--- config.mk ---
export PLATFORM = sky130hd
export DESIGN_NAME = uart_phy
export DESIGN_NICKNAME = d
export VERILOG_FILES = /design/src/rtl/uart_pkg.sv /design/src/rtl/uart_baud_cnt.sv /design/src/rtl/uart_phy.sv
export SDC_FILE = /design/constraint.sdc
export NUM_CORES = 1
export LEC_CHECK = 0
export CORE_MARGIN = 3
export CORE_UTILIZATION = 45
export DETAILED_ROUTE_END_ITERATION = 8
export PLACE_DENSITY_LB_ADDON = 0.25
export SYNTH_ARGS = -nofsm -noshare
export SYNTH_HDL_FRONTEND = slang
export SYNTH_HIERARCHICAL = 1
export SYNTH_SLANG_ARGS = --single-unit
--- constraint.sdc ---
create_clock -name clk -period 2.6 [get_ports clk]
set_clock_uncertainty 0.15 [all_clocks]
set_input_delay 0.52 -clock clk [delete_from_list [all_inputs] [get_ports clk]]
set_output_delay 0.52 -clock clk [all_outputs]
set_load 0.01 [all_outputs]
--- src/rtl/uart_pkg.sv ---
// Shared definitions for the 8N1 UART physical layer.
// Holds the baud divisor helper, data width and the FSM state type.
package uart_pkg;

    localparam int DATA_BITS = 8;

    typedef enum logic [1:0] {
        ST_IDLE  = 2'd0,
        ST_START = 2'd1,
        ST_DATA  = 2'd2,
        ST_STOP  = 2'd3
    } uart_state_e;

    // Rounded clock-to-baud ratio.
    function automatic int clks_per_bit(
        input int clk_freq,
        input int baud
    );
        return (clk_freq + baud / 2) / baud;
    endfunction

endpackage

--- src/rtl/uart_baud_cnt.sv ---
// Reloadable bit-period counter with full-bit and half-bit ticks.
// Ports: clk, rst_n, i_clr (hold at 0), o_tick (last count), o_half (mid-bit).
module uart_baud_cnt #(
    parameter int CLKS_PER_BIT = 16
) (
    input  logic clk,
    input  logic rst_n,
    input  logic i_clr,
    output logic o_tick,
    output logic o_half
);

    localparam int CW =
        (CLKS_PER_BIT > 1) ? $clog2(CLKS_PER_BIT) : 1;
    localparam logic [CW-1:0] LAST = CW'(CLKS_PER_BIT - 1);
    localparam logic [CW-1:0] HALF = CW'(CLKS_PER_BIT / 2 - 1);

    logic [CW-1:0] r_cnt;

    always_ff @(posedge clk or negedge rst_n) begin
        if (!rst_n) begin
            r_cnt <= '0;
        end else if (i_clr || r_cnt == LAST) begin
            r_cnt <= '0;
        end else begin
            r_cnt <= r_cnt + 1'b1;
        end
    end

    assign o_tick = (r_cnt == LAST);
    assign o_half = (r_cnt == HALF);

endmodule

--- src/rtl/uart_phy.sv ---
// 8N1 UART serializer and deserializer with independent TX and RX FSMs.
// Ports: clk, rst_n, tx_start/tx_data/tx/tx_busy, rx/data_out/rx_busy/done.
module uart_phy
    import uart_pkg::*;
#(
    parameter int CLK_FREQ     = 100_000_000,
    parameter int BAUD         = 9600,
    parameter int CLKS_PER_BIT = clks_per_bit(CLK_FREQ, BAUD)
) (
    input  logic       clk,
    input  logic       rst_n,
    input  logic       tx_start,
    input  logic [7:0] tx_data,
    output logic       tx,
    output logic       tx_busy,
    input  logic       rx,
    output logic [7:0] data_out,
    output logic       rx_busy,
    output logic       done
);

    localparam logic [3:0] LAST_BIT = 4'(DATA_BITS - 1);

    // ---------------- TX ----------------
    uart_state_e          r_tx_state;
    uart_state_e          w_tx_state_nxt;
    logic [3:0]           r_tx_bit;
    logic [3:0]           w_tx_bit_nxt;
    logic [DATA_BITS-1:0] r_tx_data;
    logic                 r_tx;
    logic                 w_tx_nxt;
    logic                 r_tx_busy;
    logic                 w_tx_clr;
    logic                 w_tx_tick;
    logic                 w_tx_half_unused;

    assign w_tx_clr = (r_tx_state == ST_IDLE);

    uart_baud_cnt #(
        .CLKS_PER_BIT(CLKS_PER_BIT)
    ) u_tx_baud (
        .clk   (clk),
        .rst_n (rst_n),
        .i_clr (w_tx_clr),
        .o_tick(w_tx_tick),
        .o_half(w_tx_half_unused)
    );

    always_ff @(posedge clk or negedge rst_n) begin
        if (!rst_n) begin
            r_tx_state <= ST_IDLE;
            r_tx_bit   <= '0;
            r_tx_data  <= '0;
            r_tx       <= 1'b1;
            r_tx_busy  <= 1'b0;
        end else begin
            r_tx_state <= w_tx_state_nxt;
            r_tx_bit   <= w_tx_bit_nxt;
            r_tx       <= w_tx_nxt;
            r_tx_busy  <= (w_tx_state_nxt != ST_IDLE);
            if (r_tx_state == ST_IDLE && tx_start) begin
                r_tx_data <= tx_data;
            end
        end
    end

    always_comb begin
        w_tx_state_nxt = r_tx_state;
        w_tx_bit_nxt   = r_tx_bit;
        unique case (r_tx_state)
            ST_IDLE: begin
                if (tx_start) begin
                    w_tx_state_nxt = ST_START;
                end
            end
            ST_START: begin
                if (w_tx_tick) begin
                    w_tx_state_nxt = ST_DATA;
                    w_tx_bit_nxt   = '0;
                end
            end
            ST_DATA: begin
                if (w_tx_tick) begin
                    if (r_tx_bit == LAST_BIT) begin
                        w_tx_state_nxt = ST_STOP;
                    end else begin
                        w_tx_bit_nxt = r_tx_bit + 4'd1;
                    end
                end
            end
            ST_STOP: begin
                if (w_tx_tick) begin
                    w_tx_state_nxt = ST_IDLE;
                end
            end
        endcase
    end

    // Line level is registered from the next state so tx never glitches.
    always_comb begin
        w_tx_nxt = 1'b1;
        unique case (w_tx_state_nxt)
            ST_START: w_tx_nxt = 1'b0;
            ST_DATA:  w_tx_nxt = r_tx_data[w_tx_bit_nxt[2:0]];
            default:  w_tx_nxt = 1'b1;
        endcase
    end

    assign tx      = r_tx;
    assign tx_busy = r_tx_busy;

    // ---------------- RX ----------------
    logic                 r_rx_meta;
    logic                 r_rx_sync;
    uart_state_e          r_rx_state;
    uart_state_e          w_rx_state_nxt;
    logic [3:0]           r_rx_bit;
    logic [3:0]           w_rx_bit_nxt;
    logic                 r_rx_err;
    logic                 w_rx_err_nxt;
    logic [DATA_BITS-1:0] r_rx_shift;
    logic [DATA_BITS-1:0] r_data_out;
    logic                 r_rx_busy;
    logic                 r_done;
    logic                 w_rx_clr;
    logic                 w_rx_tick;
    logic                 w_rx_half;
    logic                 w_rx_shift_en;
    logic                 w_rx_good;

    always_ff @(posedge clk or negedge rst_n) begin
        if (!rst_n) begin
            r_rx_meta <= 1'b1;
            r_rx_sync <= 1'b1;
        end else begin
            r_rx_meta <= rx;
            r_rx_sync <= r_rx_meta;
        end
    end

    uart_baud_cnt #(
        .CLKS_PER_BIT(CLKS_PER_BIT)
    ) u_rx_baud (
        .clk   (clk),
        .rst_n (rst_n),
        .i_clr (w_rx_clr),
        .o_tick(w_rx_tick),
        .o_half(w_rx_half)
    );

    always_ff @(posedge clk or negedge rst_n) begin
        if (!rst_n) begin
            r_rx_state <= ST_IDLE;
            r_rx_bit   <= '0;
            r_rx_err   <= 1'b0;
            r_rx_shift <= '0;
            r_data_out <= '0;
            r_rx_busy  <= 1'b0;
            r_done     <= 1'b0;
        end else begin
            r_rx_state <= w_rx_state_nxt;
            r_rx_bit   <= w_rx_bit_nxt;
            r_rx_err   <= w_rx_err_nxt;
            r_rx_busy  <= (w_rx_state_nxt != ST_IDLE);
            r_done     <= w_rx_good;
            if (w_rx_shift_en) begin
                r_rx_shift <= {r_rx_sync, r_rx_shift[7:1]};
            end
            if (w_rx_good) begin
                r_data_out <= r_rx_shift;
            end
        end
    end

    always_comb begin
        w_rx_state_nxt = r_rx_state;
        w_rx_bit_nxt   = r_rx_bit;
        w_rx_err_nxt   = r_rx_err;
        unique case (r_rx_state)
            ST_IDLE: begin
                w_rx_err_nxt = 1'b0;
                if (!r_rx_sync) begin
                    w_rx_state_nxt = ST_START;
                end
            end
            ST_START: begin
                if (w_rx_half) begin
                    if (!r_rx_sync) begin
                        w_rx_state_nxt = ST_DATA;
                        w_rx_bit_nxt   = '0;
                    end else begin
                        w_rx_state_nxt = ST_IDLE;
                    end
                end
            end
            ST_DATA: begin
                if (w_rx_tick) begin
                    if (r_rx_bit == LAST_BIT) begin
                        w_rx_state_nxt = ST_STOP;
                    end else begin
                        w_rx_bit_nxt = r_rx_bit + 4'd1;
                    end
                end
            end
            ST_STOP: begin
                // After a low stop sample, hold until the line recovers.
                if (r_rx_err) begin
                    if (r_rx_sync) begin
                        w_rx_state_nxt = ST_IDLE;
                        w_rx_err_nxt   = 1'b0;
                    end
                end else if (w_rx_tick) begin
                    if (r_rx_sync) begin
                        w_rx_state_nxt = ST_IDLE;
                    end else begin
                        w_rx_err_nxt = 1'b1;
                    end
                end
            end
        endcase
    end

    // The counter restarts at mid start bit so later ticks land mid-bit.
    always_comb begin
        w_rx_clr      = 1'b0;
        w_rx_shift_en = 1'b0;
        w_rx_good     = 1'b0;
        unique case (r_rx_state)
            ST_IDLE:  w_rx_clr = 1'b1;
            ST_START: w_rx_clr = w_rx_half;
            ST_DATA:  w_rx_shift_en = w_rx_tick;
            ST_STOP:  w_rx_good = !r_rx_err && w_rx_tick && r_rx_sync;
        endcase
    end

    assign data_out = r_data_out;
    assign rx_busy  = r_rx_busy;
    assign done     = r_done;

endmodule

==> qor.csv, run 1 <==
metric,value,unit
status,"finished, final reports clean",
Port Buffers,23,
vias in the first global route,2441,
worst-path fanout max,5,
number of buffers created by CTS,9,
most used cell along the critical path,nand2_4,
Antenna diodes,0,
final hold viol count,0,
RSZ-0062 raised after global routing,true,
Final Wtd Congestion,0.860,
Leakage,1.97,nW
worst path required time,2.71,ns
Top Ports,24,
fin area,4250,sq um
syn_nets,377,
Syn Area/Cell,10.1,sq um
fin crit share,0.977,
global route total overflow,0,
ratio of cells with drive above 1 in the final layout,0.184,
H-tree Lvls,3,
cell count along the critical path,9,
power density cells,468,nW/um^2
drt wl/cell,12.9,um
PnR Total Power,1.98,mW
TritonCTS clock tree,done,
crit path capture type,flop,
Slew @ Worst Pin,0.519,ns
Final nets,424,
Synth Cell Area,3550,sq um
row count,31,
Crit Path Class,reg -> reg,
Buf/Inv on CP,1,
Peak Freq,394,MHz
critical path's slowest cell,or4b_4,
worst skew pair latency,0.34,ns
CTS sink cnt,71,
"Slew Viols, Final",0,
die height,94.8,um
Via density,5.11,
"Largest delay share family, worst path",simple AND/OR/NAND/NOR gates,
largest net degree at the start of global routing,36,
GRT Overall Usage,0.161,
Detail Route Antenna Nets,0,
DP HPWL,4.73,mm
DR pass1 iterations,5,
Max Cap Violations,0,
worst hold path type,in -> async,
Startpoint Class,flop,
Initial DRC Count,116,
Clock transition at path regs,0.07,ns
Vias,2567,
Layout fillers,652,
CP cell instances,or4b_4 -> nor4_4 -> buf_4 -> nand2_4 -> or3_4 -> nand2_4 -> mux2_4 -> o2111ai_2 -> a31oi_1,
initial antenna violation count,0,
total core area,7450,sq um
# DRC,0,
wire length of the first global-routing pass,11.3,mm
clock buffer depth,2,
Die ar.,8980,sq um
Layout area overhead,19.7,%
R2R depth,9,
post-layout min period,2.54,ns
CTS Root Cell,clkbuf_8,
max incr delay on CP,0.55,ns
routed wire length,6.49,mm
yosys warns,6,
die span in x,94.8,um
Starting Density,0.476,
Final setup viols,0,
relative slew slack,0.654,
maximum VDD drop,0.332,mV
Worst EP arrival,2.65,ns
Synth Instances,351,
DP Area,4010,sq um
metrics by stage:
| stage | setup WS, ns | std cells | hold WS (ns) | TNS (ns) | utilization |
|---|---|---|---|---|---|
| after CTS | -0.00685 | 501 | 0.0126 | -0.00685 | 0.568 |
| after floorplan | 0.0160 | 351 | 0.0744 | 0 | - |
| after global routing | -0.0826 | 502 | 0.0168 | -0.0826 | 0.570 |
| after global placement | 0.0258 | 481 | 0.215 | 0 | 0.538 |
| after detailed placement | -0.0505 | 481 | 0.212 | -0.0505 | 0.538 |
| final | 0.0607 | 502 | 0.00214 | 0 | 0.570 |
layout by cell type, fill, tap and decap left out, types with 6 or more instances in the layout:
master,instances
xor2_1,6
buf_4,23
ha_1,14
dfrtp_1,68
nand2_1,46
mux2_2,16
clkdlybuf4s50_1,22
nor2_1,46
clkbuf_8,9
a21oi_1,6
xnor2_1,21
o21ai_0,8
nand3_1,17
nor4_1,6
nor3_1,9
inv_1,21
layout make-up:
class,instances,area (sq um),area share
Sequential cell,71,1780,0.419
Multi-Input combinational cell,247,1650,0.389
Timing Repair Buffer,47,418,0.0984
Clock buffer,10,128,0.0301
Tap cell,99,124,0.0292
Inverter,22,82.6,0.0195
Clock inverter,6,61.3,0.0144
layer usage:
layer,global-route usage,part of all wire
met1,0.228,0.51
met2,0.234,0.45
met3,0.0502,0.036
met4,0.0517,0.0077
met5,0,0
registers in the layout, summed over array words and instances, names as in the netlist, 2 cells and up:
register and count:
r_rx_bit 4, data_out 8, r_tx_data 8, u_rx_baud/r_cnt 14, r_tx_state 2, r_tx_bit 4, r_rx_shift 8, r_rx_state 2
u_tx_baud/r_cnt 14
what timing repair did:
action,in CTS,in global routing
setup buffers,4,1
resized for setup,2,1
endpoints found under the setup margin,1,1
hold buffers,0,0
pin swaps,4,1
power by group:
part | internal [mW] | switching (mW)
clock | 0.440 | 0.395
sequential | 1.11 | 0.00204
combinational | 0.0181 | 0.0229
worst paths after layout:
path | end | start | slack (ns)
max in group asynchronous | r_rx_sync | rst_n | 1.66
worst max-delay path | tx | u_tx_baud/r_cnt[3] | 0.06
worst min register to register | r_rx_sync | r_rx_meta | 0.23
worst min-delay path | r_tx_bit[1] | rst_n | 0.002
min in group clk | r_rx_sync | r_rx_meta | 0.23
worst max register to register | tx | u_tx_baud/r_cnt[3] | 0.06
(Power assumes the default switching activity.)
==> run 2: changes to the inputs <==
Clock period 2.6 ns to 2.35 ns, I/O delays scaled along.
==> run 2 against run 1 <==
The run now ends with negative hold slack, negative setup slack left. Sequential power up 11%. Non-clock buffer count up 17. Count of clock-buffer cells in the layout down 1. Sequential cell count unchanged. Die area unchanged. Core utilization up 2.5 points.
==> qor.csv, run 2 (synthesis gave the netlist of run 1 again) <==
metric,value,unit,change
vias in the first global route,2665,,+9.2%
final hold slack,-0.00739,ns,-0.00953 ns
Crit Path Class,reg -> reg,,
Buf/Inv on CP,1,,unchanged
drt wl/cell,13.1,um,+1.0%
fin crit share,1.08,,+0.104
setup ws final,-0.190,ns,-0.251 ns
power density cells,520,nW/um^2,+11%
worst skew pair latency,0.34,ns,about the same
Detail Route Antenna Nets,0,,unchanged
Layout area overhead,24.8,%,
Peak Freq,394,MHz,about the same
wire length of the first global-routing pass,11.7,mm,+3.8%
global route total overflow,0,,unchanged
Die ar.,8980,sq um,unchanged
most frequent cells in the layout,"dfrtp_1 (68), nor2_1 (45), nand2_1 (45)",,
Clock transition at path regs,0.07,ns,about the same
relative slew slack,0.754,,+0.100
final hold viol count,9,,+9
status,"complete, but fails checks",,
CP cell instances,or4b_4 -> nor4_4 -> buf_4 -> nand2_4 -> or3_4 -> nand2_4 -> mux2_4 -> o2111ai_2 -> a31oi_1,,
Final setup viols,1,,+1
crit path capture type,flop,,
critical path's slowest cell,or4b_4,,
DR pass1 iterations,5,,unchanged
RSZ-0062 raised after global routing,true,,
# DRC,0,,unchanged
violated checks,"negative hold slack, negative setup slack",,
Top Ports,24,,unchanged
total core area,7450,sq um,unchanged
CTS sink cnt,71,,unchanged
post-layout min period,2.54,ns,+0.000891 ns
Via density,5.08,,-0.60%
number of buffers created by CTS,9,,unchanged
Startpoint Class,flop,,
"Slew Viols, Final",0,,unchanged
TritonCTS clock tree,done,,
largest net degree at the start of global routing,72,,+100%
CTS Root Cell,clkbuf_8,,
biggest regs,"u_rx_baud/r_cnt (14), u_tx_baud/r_cnt (14)",,
die height,94.8,um,unchanged
Port Buffers,23,,unchanged
GRT Overall Usage,0.168,,+0.00681
"commonest non-fill, non-tap cell in the layout",dfrtp_1,,
Initial DRC Count,170,,+47%
worst-path fanout max,5,,unchanged
Vias,2638,,+2.8%
Layout fillers,635,,-2.6%
Worst EP arrival,2.66,ns,about the same
worst hold path type,in -> async,,
H-tree Lvls,3,,unchanged
Max Cap Violations,0,,unchanged
Starting Density,0.476,,unchanged
row count,31,,unchanged
"Largest delay share family, worst path",simple AND/OR/NAND/NOR gates,,
worst path required time,2.47,ns,-0.24 ns
routed wire length,6.78,mm,+4.4%
dpl ws,-0.189,ns,-0.139 ns
Final Wtd Congestion,0.806,,-6.3%
most used cell along the critical path,nand2_4,,
initial antenna violation count,0,,unchanged
Slew @ Worst Pin,0.369,ns,-0.150 ns
Leakage,2.08,nW,+6.0%
Final nets,441,,+4.0%
ratio of cells with drive above 1 in the final layout,0.231,,+0.0473
max incr delay on CP,0.54,ns,about the same
total negative setup slack,-0.190,ns,-0.190 ns
maximum VDD drop,0.393,mV,+18%
clock buffer depth,2,,unchanged
DP HPWL,4.76,mm,+0.58%
die span in x,94.8,um,unchanged
PnR Total Power,2.30,mW,+16%
fin util,0.595,,+0.0245
Antenna diodes,0,,unchanged
[run 2: routing by layer]
metal  global-route usage  routed length (um)  up-vias
met5                    0                   0        -
met4               0.0505                  94        0
met3               0.0598                 259        8
met2                0.268                3300       47
met1                0.214                3120     1272
li1                     -                   -     1311
[run 2: worst register-to-register path, cell delays in order, from the launching register on]
cell       delay, ns
dfrtp_1         0.38
or4b_4          0.55
nor4_4          0.14
buf_4           0.18
nand2_4         0.05
or3_4           0.34
nand2_4         0.10
mux2_4          0.31
o2111ai_2       0.18
a31oi_1         0.10
[run 2: path summary, 6_finish.rpt]
path / cells past startpoint / to / start / slack (ns)
worst max-delay path: 9 / tx / u_tx_baud/r_cnt[3] / -0.19
max in group asynchronous: 2 / r_rx_sync / rst_n / 1.73
min in group clk: 0 / r_rx_sync / r_rx_meta / 0.21
worst max register to register: 9 / tx / u_tx_baud/r_cnt[3] / -0.19
worst min register to register: 0 / r_rx_sync / r_rx_meta / 0.21
worst min-delay path: 2 / r_tx_state[1] / rst_n / -0.007
[run 2: timing repair]
| action | in CTS | in global routing |
|---|---|---|
| buffers inserted | 1 | 6 |
| pin swaps | 3 | 7 |
| gates resized for setup | 0 | 9 |
| hold buffers | 0 | 0 |
| setup endpoints to repair | 1 | 7 |
| cloned | 0 | 0 |
[run 2: where the power goes]
group          switching [mW]  internal, mW
Combinational          0.0253        0.0191
Clock                   0.444         0.589
Sequential            0.00190          1.22
Total                   0.471          1.83
[run 2: per-stage QoR]
stage	instance area [sq um]	instances
after floorplan	3580	351
after global placement	4130	496
after detailed placement	4130	496
after CTS	4350	513
after global routing	4430	519
final	4430	519
[run 2: layout make-up]
cell class	count	area [sq um]	share of cell area
multi-input cells	247	1680	0.380
well taps	99	124	0.0280
clock inverters	7	87.6	0.0198
flip-flops and latches	71	1780	0.402
inverters	22	82.6	0.0186
repair buffers	64	546	0.123
clock buffers	9	124	0.0280
==> run 3: changes to the inputs <==
Settings changed: ABC_CLOCK_PERIOD_IN_PS set to 2350, PLACE_DENSITY set to 0.69, PLACE_DENSITY_LB_ADDON 0.25 to not set, SYNTH_HIERARCHICAL 1 to not set.
==> run 3 against run 2 <==
The run ends with negative setup slack left. Synthesized area is 1.8% lower. Cell area is 0.51% lower. Wire length is 0.58% lower. Sequential power is 15% higher. Count of clock-buffer cells in the layout is 1 higher. First-iteration DRC count is 44% lower. Critical path type unchanged.
==> qor.csv, run 3 <==
metric,value,unit,change
share of the synthesized area in the top cell type,0.488,,
status,"complete, but fails checks",,
max incr delay on CP,0.55,ns,about the same
Final setup viols,7,,+6
Starting Density,0.473,,-0.00348
Buf/Inv on CP,1,,unchanged
power density cells,707,nW/um^2,+36%
Port Buffers,23,,unchanged
CP cell instances,inv_1 -> ha_1 -> or4b_4 -> or4_4 -> a31oi_4 -> nand3_1 -> nor4b_1 -> or4_1 -> a21oi_2,,
relative slew slack,0.751,,-0.00250
most frequent cells in the layout,"dfrtp_1 (68), buf_4 (38), nor2_1 (35)",,
Layout area overhead,26.4,%,
synth cell count leaders,"dfrtp_1 (68), nor2_1 (35), mux2_2 (25), nand2_1 (25), inv_1 (20)",,
Die ar.,8840,sq um,-1.7%
Synth area leaders,"dfrtp_1 (49%), mux2_2 (8.1%), ha_1 (5.4%), nor2_1 (3.8%), xor2_1 (3.3%)",,
Synth Cell Area,3480,sq um,-1.8%
maximum VDD drop,0.486,mV,+24%
Post-synth ARST share,1.00,,
Antenna diodes,0,,unchanged
Detail Route Antenna Nets,0,,unchanged
worst hold path type,reg -> reg,,
Vias,2588,,-1.9%
setup bufs post-CTS,0,,-1
RSZ-0062 raised after global routing,true,,
syn_nets,355,,-5.8%
"EDFF count, synth",0,,
worst-path fanout max,6,,+1
post-layout min period,3.02,ns,+0.477 ns
GRT Overall Usage,0.171,,+0.00315
CTS Root Cell,clkbuf_8,,
Leakage,2.02,nW,-2.9%
Worst EP arrival,3.14,ns,+0.48 ns
"commonest non-fill, non-tap cell in the layout",dfrtp_1,,
Layout Cells excl Fill,500,,-3.7%
CTS sink cnt,71,,unchanged
placed cell count,483,,-2.6%
Crit Path Class,reg -> reg,,
Layout fillers,621,,-2.2%
Startpoint Class,flop,,
Final nets,423,,-4.1%
TritonCTS clock tree,done,,
row count,31,,unchanged
largest net degree at the start of global routing,72,,unchanged
# DRC,0,,unchanged
top cell type by total area after synthesis,dfrtp_1,,
"Slew Viols, Final",0,,unchanged
Slew @ Worst Pin,0.373,ns,+0.00375 ns
fin crit share,1.28,,+0.203
global route total overflow,0,,unchanged
clock buffer depth,2,,unchanged
Sw Pwr,827,uW,+76%
wire length of the first global-routing pass,11.9,mm,+1.2%
Combinational Power Share,0.215,,+0.196
"setup slack, reg-to-reg",-0.67,ns,-0.48 ns
Seq. cell area,1780,sq um,unchanged
number of buffers created by CTS,9,,unchanged
Final Wtd Congestion,0.990,,+23%
initial antenna violation count,0,,unchanged
critical path's slowest cell,or4_1,,
worst path required time,2.47,ns,about the same
clock share of power,0.334,,-0.115
drt wl/cell,13.5,um,+3.2%
Int Power,2.29,mW,+25%
ratio of cells with drive above 1 in the final layout,0.257,,+0.0259
routed wire length,6.74,mm,-0.58%
Synth Instances,328,,-6.6%
switching share of power,0.265,,+0.0610
yosys warns,0,,-6
"Largest delay share family, worst path",simple AND/OR/NAND/NOR gates,,
Clock transition at path regs,0.07,ns,about the same
DP HPWL,4.90,mm,+2.8%
Peak Freq,331,MHz,-16%
crit path capture type,flop,,
area of the multi-input gates,1660,sq um,-1.3%
Via density,5.18,,+1.8%
total core area,7370,sq um,-1.0%
final hold viol count,0,,-9
die height,94.0,um,-0.83%
Initial DRC Count,96,,-44%
Top Ports,24,,unchanged
#FFs+latches synth,71,,
total negative setup slack,-1.74,ns,-1.55 ns
die span in x,94.0,um,-0.83%
violated checks,negative setup slack,,
biggest regs,"u_rx_baud.r_cnt (14), u_tx_baud.r_cnt (14)",,
most common cell in the netlist,dfrtp_1,,
Sequential Power Share,0.451,,-0.081
DR pass1 iterations,4,,-1
register area share after synthesis,0.511,,
vias in the first global route,2663,,-0.075%
count of cell types in the netlist,47,,
setup ws final,-0.667,ns,-0.477 ns
Syn Area/Cell,10.6,sq um,+5.1%
H-tree Lvls,3,,unchanged
Max Cap Violations,0,,unchanged
ys flop type,dfrtp_1,,
worst skew pair latency,0.34,ns,about the same
## run 3: changes by cell type in the layout (fill, tap and decap cells not counted), moves of 3 or more
cell | before | now
mux2_2 | 16 | 25
and2_1 | 0 | 4
nor3_1 | 8 | 4
o21ai_0 | 7 | 16
nand2_4 | 3 | 0
a21oi_1 | 6 | 14
xnor2_1 | 21 | 6
xor2_1 | 6 | 13
or3_1 | 1 | 7
nand3_1 | 17 | 12
nand2_1 | 45 | 25
nor4_1 | 6 | 0
nor2_1 | 45 | 35
## run 3: final timing paths
check | startpoint | to | cells past startpoint
worst max-delay path | u_tx_baud.r_cnt[0] | tx | 9
worst min-delay path | r_rx_meta | r_rx_sync | 0
worst max register to register | u_tx_baud.r_cnt[0] | tx | 9
worst min register to register | r_rx_meta | r_rx_sync | 0
max in group asynchronous | rst_n | tx | 3
min in group asynchronous | rst_n | r_rx_err | 3
## run 3: final cells by class
cell class,instances,area share
inverter,20,0.0170
clock inverter,6,0.0193
sequential,71,0.404
timing repair buffer,64,0.125
tap,99,0.0281
multi-input combinational,230,0.377
clock buffer,10,0.0290
## run 3: layer usage
| metal | GRT usage | wire length [um] |
|---|---|---|
| met1 | 0.202 | 2940 |
| met2 | 0.305 | 3550 |
| met3 | 0.0593 | 232 |
| met4 | 0.0253 | 11 |
| met5 | 0 | 0 |
## run 3: logic make-up (layout without fill, tap and decap cells)
group / after synthesis / in the layout / share of synthesized area
compound gates: 49 / 49 / 0.0880
fa+ha+maj: 15 / 15 / 0.0539
flops: 71 / 71 / 0.511
buf+inv: 27 / 100 / 0.0312
simple gates: 120 / 120 / 0.182
mux: 27 / 27 / 0.0865
xor+xnor: 19 / 19 / 0.0478
## run 3: stage by stage
stage                     cell area [sq um]  power, mW  utilization  setup slack, ns  hold WS (ns)
after floorplan                        3490       1.76            -           -0.574        0.0244
after global placement                 4110       2.00        0.558           -0.524         0.197
after detailed placement               4110       2.02        0.558           -0.616         0.200
after CTS                              4360       3.11        0.591           -0.652         0.212
after global routing                   4410       3.29        0.598           -0.775         0.220
final                                  4410       3.12        0.598           -0.667         0.210
## run 3: power by group through the flow
stage	clock, mW	combinational, mW	sequential, mW
after detailed placement	0	0.599	1.42
after global routing	1.13	0.743	1.42
final	1.04	0.670	1.41
after global placement	0	0.578	1.42
after CTS	1.08	0.634	1.40
after floorplan	0	0.332	1.43
## run 3: timing repair
| action | in CTS | in global routing |
|---|---|---|
| setup endpoints to repair | 6 | 25 |
| resized for setup | 6 | 11 |
| hold buffers | 1 | 0 |
| hold endpoints to repair | 24 | 0 |
| pin swaps | 2 | 1 |
